<file path="src/rtl/pcs_sync_multi_pkg.sv">
// Shared definitions for the multi-lane 1000BASE-X code-group synchronization block.
package pcs_sync_multi_pkg;

  localparam int unsigned STATE_W = 2;

  localparam logic [STATE_W-1:0] SYNC_LOSS = 2'd0;
  localparam logic [STATE_W-1:0] SYNC_CDET = 2'd1;
  localparam logic [STATE_W-1:0] SYNC_ACQ  = 2'd2;
  localparam logic [STATE_W-1:0] SYNC_OK   = 2'd3;

  localparam int unsigned DEF_LANES       = 1;
  localparam int unsigned DEF_ACQ_COMMAS  = 3;
  localparam int unsigned DEF_LOSS_THRESH = 4;
  localparam int unsigned DEF_GOOD_RUN    = 4;
  localparam int unsigned DEF_CNT_W       = 8;

  localparam int unsigned ACQ_W  = 3;
  localparam int unsigned BAD_W  = 3;
  localparam int unsigned GOOD_W = 4;

endpackage

</file>
<file path="src/rtl/pcs_sync_lane.sv">
// One lane of code-group synchronization: FSM, acquisition/bad-level counters
// and a saturating loss-of-sync event counter.
module pcs_sync_lane
  import pcs_sync_multi_pkg::*;
#(
  parameter int unsigned ACQ_COMMAS  = DEF_ACQ_COMMAS,
  parameter int unsigned LOSS_THRESH = DEF_LOSS_THRESH,
  parameter int unsigned GOOD_RUN    = DEF_GOOD_RUN,
  parameter int unsigned CNT_W       = DEF_CNT_W
) (
  input  logic             clk,
  input  logic             reset,
  input  logic             cg_en,
  input  logic             cg_comma,
  input  logic             cg_invalid,
  input  logic             signal_detect,
  input  logic             cnt_clear,
  output logic             sync_status,
  output logic             rx_even,
  output logic [CNT_W-1:0] loss_cnt
);

  logic [STATE_W-1:0] state_q, state_d;
  logic               sync_q, sync_d;
  logic               rx_even_q, rx_even_d;
  logic [ACQ_W-1:0]   acq_cnt_q, acq_cnt_d;
  logic [BAD_W-1:0]   bad_lvl_q, bad_lvl_d;
  logic [GOOD_W-1:0]  good_cnt_q, good_cnt_d;
  logic [CNT_W-1:0]   loss_cnt_q, loss_cnt_d;
  logic               cg_bad;
  logic               loss_inc;

  always_comb begin
    state_d    = state_q;
    rx_even_d  = rx_even_q;
    acq_cnt_d  = acq_cnt_q;
    bad_lvl_d  = bad_lvl_q;
    good_cnt_d = good_cnt_q;
    loss_cnt_d = loss_cnt_q;
    cg_bad     = cg_invalid | (cg_comma & rx_even_q);

    if (!signal_detect) begin
      state_d = SYNC_LOSS;
      if (cg_en) rx_even_d = ~rx_even_q;
    end else if (cg_en) begin
      case (state_q)
        SYNC_LOSS: begin
          rx_even_d = ~rx_even_q;
          if (cg_comma) begin
            state_d   = SYNC_CDET;
            acq_cnt_d = ACQ_W'(1);
            rx_even_d = 1'b1;
          end
        end
        SYNC_CDET: begin
          if (cg_invalid) begin
            state_d   = SYNC_LOSS;
            rx_even_d = ~rx_even_q;
          end else begin
            state_d   = SYNC_ACQ;
            rx_even_d = 1'b0;
          end
        end
        SYNC_ACQ: begin
          rx_even_d = ~rx_even_q;
          if (cg_bad) begin
            state_d = SYNC_LOSS;
          end else if (cg_comma) begin
            rx_even_d = 1'b1;
            if (acq_cnt_q == ACQ_W'(ACQ_COMMAS - 1)) begin
              state_d = SYNC_OK;
            end else begin
              state_d   = SYNC_CDET;
              acq_cnt_d = acq_cnt_q + ACQ_W'(1);
            end
          end
        end
        default: begin
          rx_even_d = cg_comma ? 1'b1 : ~rx_even_q;
          if (cg_bad) begin
            good_cnt_d = '0;
            if (bad_lvl_q == BAD_W'(LOSS_THRESH - 1)) state_d = SYNC_LOSS;
            else bad_lvl_d = bad_lvl_q + BAD_W'(1);
          end else if (bad_lvl_q != '0) begin
            // A full run of good code-groups earns back one bad-level step
            if (good_cnt_q == GOOD_W'(GOOD_RUN - 1)) begin
              bad_lvl_d  = bad_lvl_q - BAD_W'(1);
              good_cnt_d = '0;
            end else begin
              good_cnt_d = good_cnt_q + GOOD_W'(1);
            end
          end
        end
      endcase
    end

    if (state_d == SYNC_LOSS) begin
      acq_cnt_d  = '0;
      bad_lvl_d  = '0;
      good_cnt_d = '0;
    end

    loss_inc = (state_q == SYNC_OK) && (state_d == SYNC_LOSS);
    if (cnt_clear) loss_cnt_d = '0;
    else if (loss_inc && (loss_cnt_q != {CNT_W{1'b1}})) loss_cnt_d = loss_cnt_q + CNT_W'(1);

    sync_d = (state_d == SYNC_OK);
  end

  always_ff @(posedge clk) begin
    if (reset) begin
      state_q    <= SYNC_LOSS;
      sync_q     <= 1'b0;
      rx_even_q  <= 1'b0;
      acq_cnt_q  <= '0;
      bad_lvl_q  <= '0;
      good_cnt_q <= '0;
      loss_cnt_q <= '0;
    end else begin
      state_q    <= state_d;
      sync_q     <= sync_d;
      rx_even_q  <= rx_even_d;
      acq_cnt_q  <= acq_cnt_d;
      bad_lvl_q  <= bad_lvl_d;
      good_cnt_q <= good_cnt_d;
      loss_cnt_q <= loss_cnt_d;
    end
  end

  assign sync_status = sync_q;
  assign rx_even     = rx_even_q;
  assign loss_cnt    = loss_cnt_q;

endmodule

</file>
<file path="src/rtl/pcs_sync_multi.sv">
// Multi-lane 1000BASE-X code-group synchronization: independent per-lane sync
// FSMs plus an aggregate all-lanes-synced flag.
module pcs_sync_multi
  import pcs_sync_multi_pkg::*;
#(
  parameter int unsigned LANES       = DEF_LANES,
  parameter int unsigned ACQ_COMMAS  = DEF_ACQ_COMMAS,
  parameter int unsigned LOSS_THRESH = DEF_LOSS_THRESH,
  parameter int unsigned GOOD_RUN    = DEF_GOOD_RUN,
  parameter int unsigned CNT_W       = DEF_CNT_W
) (
  input  logic                   clk,
  input  logic                   reset,
  input  logic [LANES-1:0]       cg_en,
  input  logic [LANES-1:0]       cg_comma,
  input  logic [LANES-1:0]       cg_invalid,
  input  logic [LANES-1:0]       signal_detect,
  input  logic                   cnt_clear,
  output logic [LANES-1:0]       sync_status,
  output logic [LANES-1:0]       rx_even,
  output logic                   all_sync,
  output logic [LANES*CNT_W-1:0] loss_cnt
);

  for (genvar g = 0; g < LANES; g++) begin : g_lane
    pcs_sync_lane #(
      .ACQ_COMMAS (ACQ_COMMAS),
      .LOSS_THRESH(LOSS_THRESH),
      .GOOD_RUN   (GOOD_RUN),
      .CNT_W      (CNT_W)
    ) u_lane (
      .clk          (clk),
      .reset        (reset),
      .cg_en        (cg_en[g]),
      .cg_comma     (cg_comma[g]),
      .cg_invalid   (cg_invalid[g]),
      .signal_detect(signal_detect[g]),
      .cnt_clear    (cnt_clear),
      .sync_status  (sync_status[g]),
      .rx_even      (rx_even[g]),
      .loss_cnt     (loss_cnt[g*CNT_W +: CNT_W])
    );
  end

  // Derived from registered per-lane status, so no extra flop stage
  assign all_sync = &sync_status;

endmodule

</file>
<file path="config.mk">
export PLATFORM = sky130hd
export DESIGN_NAME = pcs_sync_multi
export DESIGN_NICKNAME = d
export VERILOG_FILES = /design/src/rtl/pcs_sync_multi_pkg.sv /design/src/rtl/pcs_sync_lane.sv /design/src/rtl/pcs_sync_multi.sv
export SDC_FILE = /design/constraint.sdc
export NUM_CORES = 1
export LEC_CHECK = 0
export ABC_AREA = 1
export ABC_CLOCK_PERIOD_IN_PS = 3200
export CORE_MARGIN = 1
export CORE_UTILIZATION = 58
export CTS_BUF_LIST = sky130_fd_sc_hd__clkbuf_16
export DETAILED_ROUTE_END_ITERATION = 6
export GPL_ROUTABILITY_DRIVEN = 0
export PLACE_DENSITY_LB_ADDON = 0.08
export SKIP_CTS_REPAIR_TIMING = 1
export SLEW_MARGIN = 20
export SYNTH_ARGS = -nofsm -noshare
export SYNTH_HDL_FRONTEND = slang
export SYNTH_HIERARCHICAL = 1
export SYNTH_SLANG_ARGS = --single-unit
</file>
<file path="constraint.sdc">
create_clock -name clk -period 3.2 [get_ports clk]
set_clock_uncertainty 0.2 [all_clocks]
set_input_delay 0.96 -clock clk [delete_from_list [all_inputs] [get_ports clk]]
set_output_delay 0.96 -clock clk [all_outputs]
set_load 0.02 [all_outputs]
</file>
Word level (Yosys, flattened, before mapping)
Index checks and enable logic that the tools add are counted.
{ "totals": {"output_inout_bits": 11, "wordCells": 72, "input_bits": 7, "regBits": 22} }
{ "op_classes": {"addsub": 5, "reduce_logical": 14, "bitwise": 4, "muxes": 29, "eq_ne": 13} }
{ "ops": {"columns": ["cell", "n"], "rows": [
  ["$mux W3", 8],
  ["$mux W2", 9],
  ["$mux W4", 3],
  ["$ne A2 B2 Y1 const B", 5],
  ["$add A8 B1 Y8 const B", 1],
  ["$ne A8 B8 Y1 const B", 1],
  ["$reduce_and A7 Y1", 1],
  ["$add A3 B1 Y3 const B", 2],
  ["$eq A2 B2 Y1 const B", 3],
  ["$eq A3 B2 Y1 const B", 2],
  ["$mux W1", 6],
  ["$pmux W2 S3", 1],
  ["$pmux W3 S2", 1],
  ["$reduce_and A6 Y1", 1],
  ["$reduce_bool A2 Y1", 3],
  ["$add A4 B1 Y4 const B", 1],
  ["$eq A4 B2 Y1 const B", 1],
  ["$logic_not A2 Y1", 2],
  ["$reduce_and A4 Y1", 1],
  ["$reduce_or A2 Y1", 2],
  ["$reduce_bool A3 Y1", 1],
  ["$reduce_or A3 Y1", 1],
  ["$sub A3 B1 Y3 const B", 1],
  ["$eq A2 B1 Y1 const B", 1],
  ["5 further kinds", 7]
]} }

Depth between registers and ports, before layout
Gate-level depths: netlist of run 1.
{ "depth": {"word_depth": 10, "mapped_depth": 13, "mapped_depth_nobuf": 12} }

By module
Netlist of run 1, hierarchy kept.
{ "modules_own_cells": {"columns": ["mod", "n_inst", "cells_per_inst", "seq_area_each_um2", "area_each_um2"], "rows": [
  ["pcs_sync_lane", 1, 179, 440.4, 1333.8],
  ["pcs_sync_multi", 1, 1, 0.0, 7.5]
]} }

Worst setup path before layout of run 1
No wires, ideal clock.
{ "synth_timing": {"path_type": "in2reg", "start": "in cg_comma", "end": "reg g_lane[0].u_lane.bad_lvl_q[2]", "required_ns": 2.882, "setup_ns": 0.118, "path_stages": 8, "arrival_time_ns": 1.972, "setup_slack_ns": 0.910, "n_path_buf": 0, "path_cell_list": "nand2_2 nand2_4 inv_2 fa_1 xor2_1 nor2_1 xnor2_1 nor2_1"} }
{ "synth_between": {"elab_chain_len": 8} }
{ "synth_lines": {"columns": ["element", "line_no", "text"], "rows": [
  ["start, declared", "pcs_sync_multi.sv:15", "input logic [LANES-1:0] cg_comma,"],
  ["$and A1 B1 Y1", "pcs_sync_lane.sv:40", "cg_bad = cg_invalid | (cg_comma & rx_even_q);"],
  ["$or A1 B1 Y1", "pcs_sync_lane.sv:40", null],
  ["$mux W2, on equally long branches", "pcs_sync_lane.sv:80, pcs_sync_lane.sv:66", null],
  ["$pmux W2 S3", "pcs_sync_lane.sv:46", "case (state_q)"],
  ["$mux W2", "pcs_sync_lane.sv:45", "end else if (cg_en) begin"],
  ["$mux W2", "pcs_sync_lane.sv:42", "if (!signal_detect) begin"],
  ["$logic_not A2 Y1", "pcs_sync_lane.sv:97", "if (state_d == SYNC_LOSS) begin"],
  ["$reduce_or A2 Y1 (no source line)", null, null],
  ["end signal, assigned", "pcs_sync_lane.sv:124", "bad_lvl_q <= bad_lvl_d;"],
  ["end, declared", "pcs_sync_lane.sv:27", "logic [BAD_W-1:0] bad_lvl_q, bad_lvl_d;"]
]} }
Parallel ways exist; a longest one is shown, timed or not.
A chain may end at the register's enable or synchronous reset.

Worst setup path in the final report of run 1
{ "layout_timing": {"start": "in cg_comma", "end": "reg g_lane[0].u_lane.loss_cnt_q[3]"} }
{ "layout_between": {"elab_chain_len": 9} }
{ "layout_lines": {"columns": ["element", "line_no", "text"], "rows": [
  ["$and A1 B1 Y1", "pcs_sync_lane.sv:40", null],
  ["$or A1 B1 Y1", "pcs_sync_lane.sv:40", null],
  ["$mux W2, on equally long branches", "pcs_sync_lane.sv:80, pcs_sync_lane.sv:66", null],
  ["$pmux W2 S3 (*)", "pcs_sync_lane.sv:46", null],
  ["$mux W2 (*)", "pcs_sync_lane.sv:45", null],
  ["$mux W2 (*)", "pcs_sync_lane.sv:42", null],
  ["$logic_not A2 Y1 (*)", "pcs_sync_lane.sv:103", "loss_inc = (state_q == SYNC_OK) && (state_d == SYNC_LOSS);"],
  ["$logic_and A1 B1 Y1 (*)", "pcs_sync_lane.sv:103", null],
  ["$logic_and A1 B1 Y1 (*)", "pcs_sync_lane.sv:105", "else if (loss_inc && (loss_cnt_q != {CNT_W{1'b1}})) loss_cnt_d = loss_cnt_q + CNT_W'(1);"],
  ["end signal, assigned", "pcs_sync_lane.sv:126", "loss_cnt_q <= loss_cnt_d;"],
  ["end, declared", "pcs_sync_lane.sv:29", "logic [CNT_W-1:0] loss_cnt_q, loss_cnt_d;"]
]} }
Every way passes the cells marked *; elsewhere a longest branch is shown, timed or not.

==> results of run 1 <==
logic make-up (layout without fill, tap and decap cells):
kind of cell / count (synthesis) / count (layout) / synth area share [%]
AND/OR/NAND/NOR: 91 / 91 / 32.8
AO/OA/AOI/OAI: 27 / 27 / 11.8
flip-flops: 22 / 22 / 32.8
buffers and inverters: 21 / 41 / 6.81
adder cells (fa/ha/maj): 10 / 10 / 9.89
XOR/XNOR: 9 / 9 / 5.88
synth_stat cells:
cell type / n / area, sq um
nand2_4: 3 / 33.8
inv_1: 17 / 63.8
inv_2: 1 / 3.75
o21ai_0: 7 / 35.0
a21oi_1: 14 / 70.1
xnor2_1: 4 / 35.0
nor2_1: 18 / 67.6
xor2_1: 5 / 43.8
a31o_2: 1 / 8.76
or2_2: 2 / 12.5
dfxtp_1: 22 / 440
a21boi_0: 1 / 7.51
buf_6: 1 / 11.3
nand4_1: 3 / 18.8
a31oi_1: 2 / 12.5
nor3_1: 2 / 10.0
nand2_1: 34 / 128
a21oi_4: 1 / 16.3
nor4_2: 1 / 12.5
nand2_2: 6 / 37.5
buf_2: 1 / 5.00
buf_4: 1 / 7.51
nor2_4: 1 / 11.3
ha_1: 9 / 113
nor4_1: 1 / 6.26
nand3b_1: 1 / 7.51
fa_1: 1 / 20.0
nand3_1: 19 / 95.1
o21bai_1: 1 / 7.51
path summary, 6_finish.rpt:
path	start	to	slack (ns)	cells past startpoint
max	cg_comma	g_lane[0].u_lane/loss_cnt[3]	0.53	13
min	g_lane[0].u_lane/loss_cnt[1]	g_lane[0].u_lane/loss_cnt[1]	0.30	2
max reg2reg	g_lane[0].u_lane/state_q[0]	g_lane[0].u_lane/loss_cnt[3]	1.09	10
min reg2reg	g_lane[0].u_lane/loss_cnt[1]	g_lane[0].u_lane/loss_cnt[1]	0.30	2
metrics by stage:
| stage | instance area (sq um) | util, % | power [mW] | instances | hold slack [ns] |
|---|---|---|---|---|---|
| 3_5_place_dp | 1540 | 70.2 | 0.331 | 224 | 0.282 |
| 5_1_grt | 1620 | 73.8 | 0.609 | 228 | 0.354 |
| 3_3_place_gp | 1540 | 70.2 | 0.330 | 224 | 0.280 |
| 4_1_cts | 1620 | 73.8 | 0.593 | 228 | 0.305 |
| 2_1_floorplan | 1340 | - | 0.314 | 180 | 0.258 |
| 6_report | 1620 | 73.8 | 0.587 | 228 | 0.299 |
worst max-delay path, stage by stage:
cell             delay, ns
clkdlybuf4s50_1       0.52
nand2_2               0.08
nand2_4               0.10
nand2_2               0.06
nand2_2               0.08
nand2_2               0.07
nand2_1               0.08
nand2_1               0.06
nand2_1               0.18
buf_4                 0.20
nand2_4               0.08
nand2_1               0.08
a21oi_1               0.06
where the power goes:
| part | switching (mW) | internal, mW |
|---|---|---|
| clock network | 0.0951 | 0.167 |
| logic | 0.0271 | 0.0201 |
| registers | 0.00250 | 0.276 |
| total | 0.125 | 0.462 |
sequential cells by signal, indices dropped and copies added, names as in the netlist:
register,cells
g_lane.u_lane/acq_cnt_q,3
g_lane.u_lane/sync_status,1
g_lane.u_lane/rx_even,1
g_lane.u_lane/loss_cnt,8
g_lane.u_lane/good_cnt_q,4
g_lane.u_lane/state_q,2
g_lane.u_lane/bad_lvl_q,3
metal layers:
metal	share of wire, %	up-vias
li1	-	632
met1	41	588
met2	53	46
met3	4.1	6
met4	1.3	0
met5	0	-
final cells by class:
cell class,count,share of cell area (%)
multi-input combinational,137,50.1
sequential,22,27.2
timing repair buffer,19,11.5
clock buffer,3,4.64
inverter,18,4.18
tap,28,2.17
clock inverter,1,0.232
==> impl_metrics.tcl, run 1 <==
set metrics [dict create \
    p_per_area_mw_per_mm2 363 \
    io_buffer_count 17 \
    synth_area_sq_mm 0.00134 \
    dieHeight_um 50.1 \
    global_route.usage.met1_pct 27.3 \
    top_usage_layer "met2" \
    synth_seq_cells 22 \
    dp_hpwl_um 2110 \
    initial_utilization_pct 61.2 \
    io_pins 18 \
    rsz0062_at_grt "no" \
    fmax_ghz 0.374 \
    maxSlewViolCount 0 \
    vias_per_cell 5.58 \
    wl_per_cell_um 12.4 \
    drive_gt1_share_pct 10.5 \
    routed_wl_um 2820 \
    critPathArrivalTime_ns 2.61 \
    grt_max_degree 13 \
    cts_max_path_buffers 2 \
    grt_use_met3_pct 6.48 \
    total_leakage_power_nw 0.635 \
    ys_types 29 \
    drc 0 \
    syn-num-nets 197 \
    drt_iter0_drc 38 \
    period_minus_slack_ns 2.67 \
    area_growth_pct 20.5 \
    syn_area_per_cell_sq_um 7.45 \
    die_w_um 50.1 \
    clock_latency_ns 0.25 \
    core_sq_mm 0.00219 \
    n_antenna_cell 0 \
    setup_tns_ns 0 \
    cp.required_ns 3.13 \
    worst-setup-path-type "in2reg" \
    worst_pin_slew_ns 0.460 \
    setup_slack_ns 0.526 \
    grt-ovfl-total 0 \
    yosysSeqAreaShare_pct 32.8 \
    clk_pin_slew_ns 0.06 \
    num_vias 1272 \
    fin_crit_sh_pct 83.6 \
    grt_antenna_before_repair 0 \
    first_global_vias 1143 \
    fillers 177 \
    nets 218 \
    multi_input_area_sq_um 810 \
    synthCells 180 \
    synth_warnings 6 \
    cts_tree "yes" \
    globalRouteTotalUtil_pct 24.3 \
    final_common_cell "nand2_1" \
    hold_class "reg2reg" \
    cp-start-kind "input port" \
    critical_path.max_fanout 7 \
    ff_latch_area_sq_um 440 \
    ant_nets 0 \
    critPathCaptureType "register" \
    numCtsBuffers 3 \
    post-place-ws_ns 0.271 \
    firstDrtPassIters 4 \
    cts_root_buffer "clkbuf_16" \
    setup_viol_count_final 0 \
    drv_cap 0 \
    ir_worst_vdd_v 0.000387 \
    mostFrequentLayoutCells "34 x nand2_1, 22 x dfxtp_1, 19 x nand3_1" \
    die_area_sq_mm 0.00251 \
    htreeDepth 1 \
    rows 17 \
    cts_sinks 22 \
    use_met2_pct 43.6 \
    grt_pass1_wl_um 4800 \
    max-slew-margin-rel_pct 69.1 \
    status "completed" \
    hold_viol 0 \
]
(Power assumes the default switching activity.)
==> run 2, diff against run 1 <==
Settings changed: ABC_CLOCK_PERIOD_IN_PS 3200 to 2150, CORE_UTILIZATION 58 to 49.
Clock period 3.2 ns to 2.15 ns, I/O delays scaled along.
==> run 2 against run 1 <==
  * Via count increased by 2.8%
  * Largest cell class unchanged
  * Critical path depth decreased by 12
  * Sequential cell count unchanged
  * Non-clock buffer count increased by 21
==> impl_metrics.tcl, run 2 (same netlist as run 1, synthesis figures left out) <==
set metrics [dict create \
    cp.required_ns 1.30 \
    drt_iter0_drc 14 \
    hold_class "reg2reg" \
    clk_pin_slew_ns 0.06 \
    dp_hpwl_um 2190 \
    hold_viol 0 \
    cts_root_buffer "clkbuf_16" \
    globalRouteTotalUtil_pct 22.3 \
    path_buf_inv 1 \
    ir_worst_vdd_v 0.000441 \
    rsz0062_at_grt "no" \
    clock_latency_ns 0.26 \
    dieHeight_um 54.3 \
    drive_gt1_share_pct 24.0 \
    maxSlewViolCount 0 \
    grt_max_degree 14 \
    grt_antenna_before_repair 0 \
    worst-setup-path-type "reg2out" \
    cts_max_path_buffers 2 \
    p_per_area_mw_per_mm2 549 \
    io_buffer_count 17 \
    area_growth_pct 40.4 \
    ant_nets 0 \
    slowest_delay_ns 0.62 \
    total_leakage_power_nw 0.913 \
    critical_path.max_fanout 4 \
    crit_slowest_cell "clkdlybuf4s50_1" \
    fin_crit_sh_pct 98.2 \
    rows 18 \
    core_sq_mm 0.00252 \
    crit_family "buffers and inverters" \
    drc 0 \
    critPathArrivalTime_ns 1.27 \
    total_power_mw 1.03 \
    worst_pin_slew_ns 0.343 \
    post-place-ws_ns -0.418 \
    status "completed" \
    n_antenna_cell 0 \
    numCtsBuffers 3 \
    num_vias 1307 \
    grt_pass1_wl_um 4800 \
    die_w_um 54.3 \
    setup_viol_count_final 0 \
    cts_tree "yes" \
    fmax_ghz 0.473 \
    crit_chain "clkdlybuf4s50_1" \
    setup_tns_ns 0 \
    initial_utilization_pct 53.2 \
    vias_per_cell 5.21 \
    final_common_cell "nand2_1" \
    drv_cap 0 \
    grt-ovfl-total 0 \
    die_area_sq_mm 0.00295 \
    nets 239 \
    critPathCaptureType "output port" \
    routed_wl_um 3070 \
    htreeDepth 1 \
    period_minus_slack_ns 2.11 \
    cp-start-kind "register" \
    cts_sinks 22 \
    first_global_vias 1176 \
    largest_reg_flops 8 \
    postLayoutCoreUtil_pct 74.7 \
    wl_per_cell_um 12.2 \
    max-slew-margin-rel_pct 76.9 \
    setup_slack_ns 0.0378 \
    io_pins 18 \
    mostFrequentLayoutCells "32 x nand2_1, 22 x dfxtp_1, 22 x buf_4" \
    firstDrtPassIters 4 \
]
==> run 2: power breakdown <==
part	switching, mW	total, mW	internal (mW)
sequential	0.00327	0.413	0.410
combinational	0.0497	0.0925	0.0428
clock	0.157	0.527	0.370
==> run 2: final cells by class <==
type                            count  area (sq um)
Timing Repair Buffer               40           380
Sequential cell                    22           440
Inverter                           18          70.1
Fill cell                         198           639
Multi-Input combinational cell    137           850
Clock inverter                      1          30.0
Tap cell                           30          37.5
Clock buffer                        3          75.1
==> run 2: through the flow <==
| step | instances | instance area [sq um] | hold slack [ns] |
|---|---|---|---|
| after floorplan | 180 | 1340 | 0.258 |
| after global placement | 246 | 1700 | 0.278 |
| after detailed placement | 246 | 1700 | 0.287 |
| after CTS | 250 | 1810 | 0.296 |
| after global routing | 251 | 1880 | 0.328 |
| final | 251 | 1880 | 0.295 |
==> run 2: final timing paths <==
kind | from | to | slack [ns] | depth (start not counted)
setup / recovery | g_lane[0].u_lane/loss_cnt[1] | loss_cnt[1] | 0.04 | 1
hold / removal | g_lane[0].u_lane/good_cnt_q[1] | g_lane[0].u_lane/good_cnt_q[1] | 0.30 | 2
setup reg to reg | g_lane[0].u_lane/state_q[1] | g_lane[0].u_lane/loss_cnt[2] | 0.14 | 10
hold reg to reg | g_lane[0].u_lane/good_cnt_q[1] | g_lane[0].u_lane/good_cnt_q[1] | 0.30 | 2
==> run 2: layer usage <==
| metal | wire length, um | up-vias | GRT usage, % |
|---|---|---|---|
| met1 | 1460 | 604 | 26.4 |
| met4 | 15 | 0 | 8.97 |
| li1 | - | 676 | - |
| met5 | 0 | - | 0 |
| met3 | 58 | 4 | 3.61 |
| met2 | 1530 | 23 | 39.4 |
